[config.mk]
export PLATFORM = sky130hd
export DESIGN_NAME = uart_tx_fifo
export DESIGN_NICKNAME = d
export VERILOG_FILES = /design/src/rtl/uart_tx_fifo.sv
export SDC_FILE = /design/constraint.sdc
export NUM_CORES = 1
export LEC_CHECK = 0
export BUFFER_PORTS_ARGS = -buffer_cell sky130_fd_sc_hd__buf_2
export CELL_PAD_IN_SITES_DETAIL_PLACEMENT = 1
export CELL_PAD_IN_SITES_GLOBAL_PLACEMENT = 2
export CORE_ASPECT_RATIO = 1.25
export CORE_MARGIN = 2
export CORE_UTILIZATION = 25
export DETAILED_ROUTE_END_ITERATION = 8
export GPL_TIMING_DRIVEN = 0
export PLACE_DENSITY = 0.54
export SLEW_MARGIN = 5
export SYNTH_ARGS = -nofsm -noshare
export SYNTH_HDL_FRONTEND = slang
export SYNTH_SLANG_ARGS = --single-unit
[constraint.sdc]
create_clock -name CLK -period 3.7 [get_ports CLK]
set_input_delay 0.37 -clock CLK [delete_from_list [all_inputs] [get_ports CLK]]
set_output_delay 0.37 -clock CLK [all_outputs]
set_load 0.005 [all_outputs]
[src/rtl/uart_tx_fifo.sv]
// uart_tx_fifo: byte FIFO in front of a UART transmitter.
// Byte stores from the MMU are queued in the FIFO. The transmitter drains
// the FIFO onto uartTxPin, LSB first, with the line idling high.
// The default frame is 8N1.
// Defining UART_TX_PARITY_EN adds an even-parity bit, giving 8E1 frames.
//
// state    | meaning
// ---------+--------------------------------------------------------------
// S_IDLE   | line high; pops the FIFO head into shift when level != 0
// S_START  | start bit (0) for CLKS_PER_BIT cycles
// S_DATA   | shift[bit_idx] for CLKS_PER_BIT cycles per bit, bit 0 first
// S_PARITY | even parity of shift (only with UART_TX_PARITY_EN)
// S_STOP   | stop bit (1) for CLKS_PER_BIT cycles, then back to S_IDLE
//
// uartTxPin is registered from the current state. The line therefore lags
// the FSM by one cycle, and the start bit appears two edges after the write.

module uart_tx_fifo #(
    parameter int CLKS_PER_BIT = 434,
    parameter int FIFO_DEPTH   = 16
) (
    input  logic                          CLK,
    input  logic                          RST,
    input  logic                          wrEn,
    input  logic [7:0]                    wrData,
    output logic                          full,
    output logic [$clog2(FIFO_DEPTH):0]   level,
    output logic                          txBusy,
    output logic                          ovf,
    input  logic                          ovfClr,
    output logic                          uartTxPin
);

    localparam int AW    = $clog2(FIFO_DEPTH);
    localparam int LW    = AW + 1;
    localparam int CNT_W = (CLKS_PER_BIT > 1) ? $clog2(CLKS_PER_BIT) : 1;

    localparam logic [LW-1:0]    DEPTH_L = LW'(FIFO_DEPTH);
    localparam logic [CNT_W-1:0] CNT_MAX = CNT_W'(CLKS_PER_BIT - 1);

    typedef enum logic [2:0] {
        S_IDLE,
        S_START,
        S_DATA,
        S_STOP
`ifdef UART_TX_PARITY_EN
        , S_PARITY
`endif
    } tx_state_t;

    // FIFO storage and pointers
    logic [7:0]    mem [FIFO_DEPTH];
    logic [AW-1:0] wr_ptr;
    logic [AW-1:0] rd_ptr;
    logic [LW-1:0] level_nxt;
    logic          push;
    logic          pop;

    // Transmitter
    tx_state_t     state;
    tx_state_t     state_nxt;
    logic [CNT_W-1:0] bit_cnt;
    logic [CNT_W-1:0] bit_cnt_nxt;
    logic [2:0]    bit_idx;
    logic [2:0]    bit_idx_nxt;
    logic [7:0]    shift;
    logic          tx_nxt;
    logic          cnt_tc;

    // A write is only taken when the FIFO is not full at the edge; a
    // simultaneous pop does not make room for it.
    assign push   = wrEn && !full;
    assign cnt_tc = (bit_cnt == '0);
    assign txBusy = (state != S_IDLE) || (level != '0);

    // Occupancy after this edge; push and pop together cancel out
    always_comb begin
        level_nxt = level;
        case ({push, pop})
            2'b10:   level_nxt = level + 1'b1;
            2'b01:   level_nxt = level - 1'b1;
            default: level_nxt = level;
        endcase
    end

    // FIFO storage write; contents need no reset since level gates reads
    always_ff @(posedge CLK) begin
        if (push) begin
            mem[wr_ptr] <= wrData;
        end
    end

    // FIFO pointers, registered level and full
    always_ff @(posedge CLK) begin
        if (RST) begin
            wr_ptr <= '0;
            rd_ptr <= '0;
            level  <= '0;
            full   <= 1'b0;
        end else begin
            if (push) begin
                wr_ptr <= wr_ptr + 1'b1;
            end
            if (pop) begin
                rd_ptr <= rd_ptr + 1'b1;
            end
            level <= level_nxt;
            full  <= (level_nxt == DEPTH_L);
        end
    end

    // Sticky overflow flag; a dropped write beats a clear on the same edge
    always_ff @(posedge CLK) begin
        if (RST) begin
            ovf <= 1'b0;
        end else if (wrEn && full) begin
            ovf <= 1'b1;
        end else if (ovfClr) begin
            ovf <= 1'b0;
        end
    end

    // FSM state register and bit timing
    always_ff @(posedge CLK) begin
        if (RST) begin
            state   <= S_IDLE;
            bit_cnt <= '0;
            bit_idx <= '0;
        end else begin
            state   <= state_nxt;
            bit_cnt <= bit_cnt_nxt;
            bit_idx <= bit_idx_nxt;
        end
    end

    // Shift register loads the FIFO head on a pop and holds it for the frame
    always_ff @(posedge CLK) begin
        if (RST) begin
            shift <= '0;
        end else if (pop) begin
            shift <= mem[rd_ptr];
        end
    end

    // Line output flop; reset forces the line high, aborting any frame
    always_ff @(posedge CLK) begin
        if (RST) begin
            uartTxPin <= 1'b1;
        end else begin
            uartTxPin <= tx_nxt;
        end
    end

    // Next-state, bit timer, pop request and line value for the current state
    always_comb begin
        state_nxt   = state;
        bit_cnt_nxt = bit_cnt;
        bit_idx_nxt = bit_idx;
        pop         = 1'b0;
        tx_nxt      = 1'b1;
        case (state)
            S_IDLE: begin
                tx_nxt = 1'b1;
                if (level != '0) begin
                    pop         = 1'b1;
                    state_nxt   = S_START;
                    bit_cnt_nxt = CNT_MAX;
                end
            end
            S_START: begin
                tx_nxt = 1'b0;
                if (cnt_tc) begin
                    state_nxt   = S_DATA;
                    bit_cnt_nxt = CNT_MAX;
                    bit_idx_nxt = '0;
                end else begin
                    bit_cnt_nxt = bit_cnt - 1'b1;
                end
            end
            S_DATA: begin
                tx_nxt = shift[bit_idx];
                if (cnt_tc) begin
                    bit_cnt_nxt = CNT_MAX;
                    if (bit_idx == 3'd7) begin
`ifdef UART_TX_PARITY_EN
                        state_nxt = S_PARITY;
`else
                        state_nxt = S_STOP;
`endif
                    end else begin
                        bit_idx_nxt = bit_idx + 1'b1;
                    end
                end else begin
                    bit_cnt_nxt = bit_cnt - 1'b1;
                end
            end
`ifdef UART_TX_PARITY_EN
            S_PARITY: begin
                tx_nxt = ^shift;
                if (cnt_tc) begin
                    state_nxt   = S_STOP;
                    bit_cnt_nxt = CNT_MAX;
                end else begin
                    bit_cnt_nxt = bit_cnt - 1'b1;
                end
            end
`endif
            S_STOP: begin
                tx_nxt = 1'b1;
                if (cnt_tc) begin
                    state_nxt = S_IDLE;
                end else begin
                    bit_cnt_nxt = bit_cnt - 1'b1;
                end
            end
            default: begin
                state_nxt = S_IDLE;
                tx_nxt    = 1'b1;
            end
        endcase
    end

endmodule

==> results by group <==
Worst setup path
  – Delay-heaviest family, CP: buffers and inverters
  – Cell depth of the worst setup path: 11
  – Critical Path Source Type: register
  – Critical path required time: 4.03 ns
  – CP cell instances: inv_1, ha_1, inv_1, a21o_2, buf_2, inv_1, ha_1, clkbuf_1, nand2_1, a31o_2, a2111oi_2
  – Worst Path Buf+Inv: 5
  – Crit-path max cell delay: roughly 0.42 ns
  – Crit-path max FO: 10
  – CP endpoint kind: register
  – Critical path class: reg2reg
  – Worst EP arrival: 3.35 ns
  – CP most frequent cell: inv_1
  – Reg2Reg Depth: 11
  – Max stage delay cell, worst path: clkbuf_1

Layout
  – # diodes: 0
  – Most common cell after layout, fill and taps aside: edfxtp_1
  – Commonest cells after routing, fill and taps aside: edfxtp_1, nor2_1, dfxtp_1
  – Share of layout cells above drive strength 1: between 20% and 30%
  – Final layout net count: 531
  – P&R area growth vs syn: 16.40%
  – Post-layout util: 29.58%

Clock tree
  – Longest Clk Path Bufs: 2
  – Clock latency on the worst-skew pair: 0.44 ns
  – # clock sinks: 166
  – CTS resizes: 0
  – Post-CTS Setup Bufs: 0
  – CTS tree: yes
  – CTS buffer count: 17
  – Hold bufs inserted after CTS: 0
  – CTS clk-pin slew, worst paths: 0.08 ns
  – H-tree depth: 4
  – Clock Tree Root: clkbuf_16

Timing
  – Hold Fails Final Rpt: 0
  – Unrepaired setup endpoints after global routing: false
  – Setup TNS: 0 ns
  – Max Slew Vio Count: 0
  – Normalized max-slew margin: about two fifths
  – Clock Skew: 0.01146 ns
  – Final min period: between 3 and 4 ns
  – Fmax: 331.0 MHz
  – Tcrit/Tclk final: 81.66%
  – # setup viols final: 0
  – Worst slew pin tran: a little under 0.9 ns

Drt
  – Via-to-Cell Ratio: 4.594
  – DR vias: 3988
  – DR WL/cell: roughly 19 um
  – Antenna Nets Post-Route: 0
  – Drt first pass iters: 4
  – DR iter-0 viols: 210
  – Final wirelength: 16.77 mm
  – Drc violations: 0

Global routing
  – Initial antenna violation count: 0
  – Vias in the first global route: 4359
  – First-pass GRT wire length: 26.29 mm
  – GRT Util Overall: 12.11%
  – Pin count of the biggest net entering global routing: 18
  – Remaining Overflow, GRT: 0

Floorplanning
  – Initial Utilization: 25.41%
  – DIE HEIGHT: 191.1 um
  – # rows: slightly below 70
  – # IOs: 21
  – Die area: a little under 30000 um^2
  – Core area: 27570 um^2
  – Die Width: 153.7 um

Logic synthesis
  – Total number of yosys warnings: 0
  – Synth area leader: edfxtp_1
  – Number of synthesized flops with an enable pin: 128
  – Cells taking the most area after synthesis: edfxtp_1, mux4_2, dfxtp_1, nor2_1, ha_1
  – Sequential fraction of the synthesis area: 65.74%
  – Netlist cell types: 55
  – Post-synth top area share: a little over half
  – Post-synthesis average cell area: 15.00 um^2
  – Post-Syn Instances: 467
  – Mapped cell area: 7004 um^2
  – Synth Register Bits: between 150 and 200
  – Post-synthesis async set-or-reset flop share: 0%
  – Top_reg_cell synth: edfxtp_1
  – Syn Nets: 493

Min path
  – Min-delay worst type: in2reg
  – Hold path cells: 3

Power and ir drop
  – Max VDD drop: 0.2899 mV
  – Lkg Pwr: 0.002702 uW
  – Power per cell area: 757.2 nW/um^2

Status
  – Status: finished clean

Placement
  – RD Place Congestion: 0.7154
  – I/O Buffers: 19
  – DP Wirelength: 11.39 mm

Run
  – Maxcap violations: 0
[flip-flops by register name, indices dropped and copies added (netlist names)]
signal	cells
bit_cnt	9
bit_idx	3
full	1
level	5
mem	128
ovf	1
rd_ptr	4
shift	8
state	2
uartTxPin	1
wr_ptr	4
[worst reg2reg max path, cell delays in order, from the launching register on]
cell	delay, ns
dfxtp_1	0.39
inv_1	0.08
ha_1	0.24
inv_1	0.22
a21o_2	0.14
buf_2	0.20
inv_1	0.16
ha_1	0.35
clkbuf_1	0.42
nand2_1	0.13
a31o_2	0.23
a2111oi_2	0.35
[Yosys cell counts, types with 3 or more instances]
master	number
a31oi_1	3
nor3_1	8
nand2_1	27
and2_1	6
nand2b_1	3
edfxtp_1	128
clkbuf_1	6
mux4_2	34
o21ai_0	8
nand4_1	3
dfxtp_1	38
a21oi_1	28
buf_1	6
nor2_1	49
ha_1	14
nand3_1	4
a22oi_1	17
buf_2	8
xnor2_1	4
xor2_1	7
mux2i_1	8
nor2b_1	5
inv_1	13
[worst paths after layout]
path	startpoint	endpoint	slack [ns]
worst max-delay path	state[0]	full	0.68
worst min-delay path	wrEn	ovf	0.19
worst min register to register	ovf	ovf	0.47
worst max register to register	state[0]	full	0.68
[cell type report]
type | instances | area [um^2]
fillers | 2983 | 19410
flip-flops and latches | 166 | 4604
inverters | 14 | 52.55
clock buffers | 18 | 429.2
multi-input cells | 262 | 2246
repair buffers | 19 | 95.09
clock inverters | 14 | 166.4
plain buffers | 25 | 121.4
well taps | 350 | 437.9
[stage by stage]
step                instances  power (uW)  worst slack [ns]  hold slack, ns  cell area, um^2
finish                    868        6173            0.6786          0.1902             8153
global route              868        6562            0.4085          0.1838             8153
CTS                       868        6277            0.6147          0.1743             8143
detailed placement        836        4443            0.6620          0.4645             7547
global placement          836        4391            0.6957          0.4532             7537
floorplan                 467        3834             1.189          0.4499             7004
[cells by family after synthesis]
kind of cell,after synthesis,share of synthesized area [%]
compound gates,74,7.110
xor+xnor,11,1.375
fa+ha+maj,14,2.501
buf+inv,39,2.483
flops,166,65.74
mux,43,12.24
simple gates,120,8.557
[layer usage]
| metal | up-vias | wire, um | GRT usage (%) |
|---|---|---|---|
| li1 | 1863 | - | - |
| met4 | 0 | 214 | 3.846 |
| met1 | 2058 | 7325 | 14.77 |
| met5 | - | 0 | 0 |
| met3 | 17 | 442 | 2.426 |
| met2 | 50 | 8783 | 21.50 |
[power breakdown]
part	internal [uW]	switching (uW)
Sequential	2190	141
Clock	967	850
Combinational	853	1170
No activity file was read; power rests on OpenSTA's default activity.
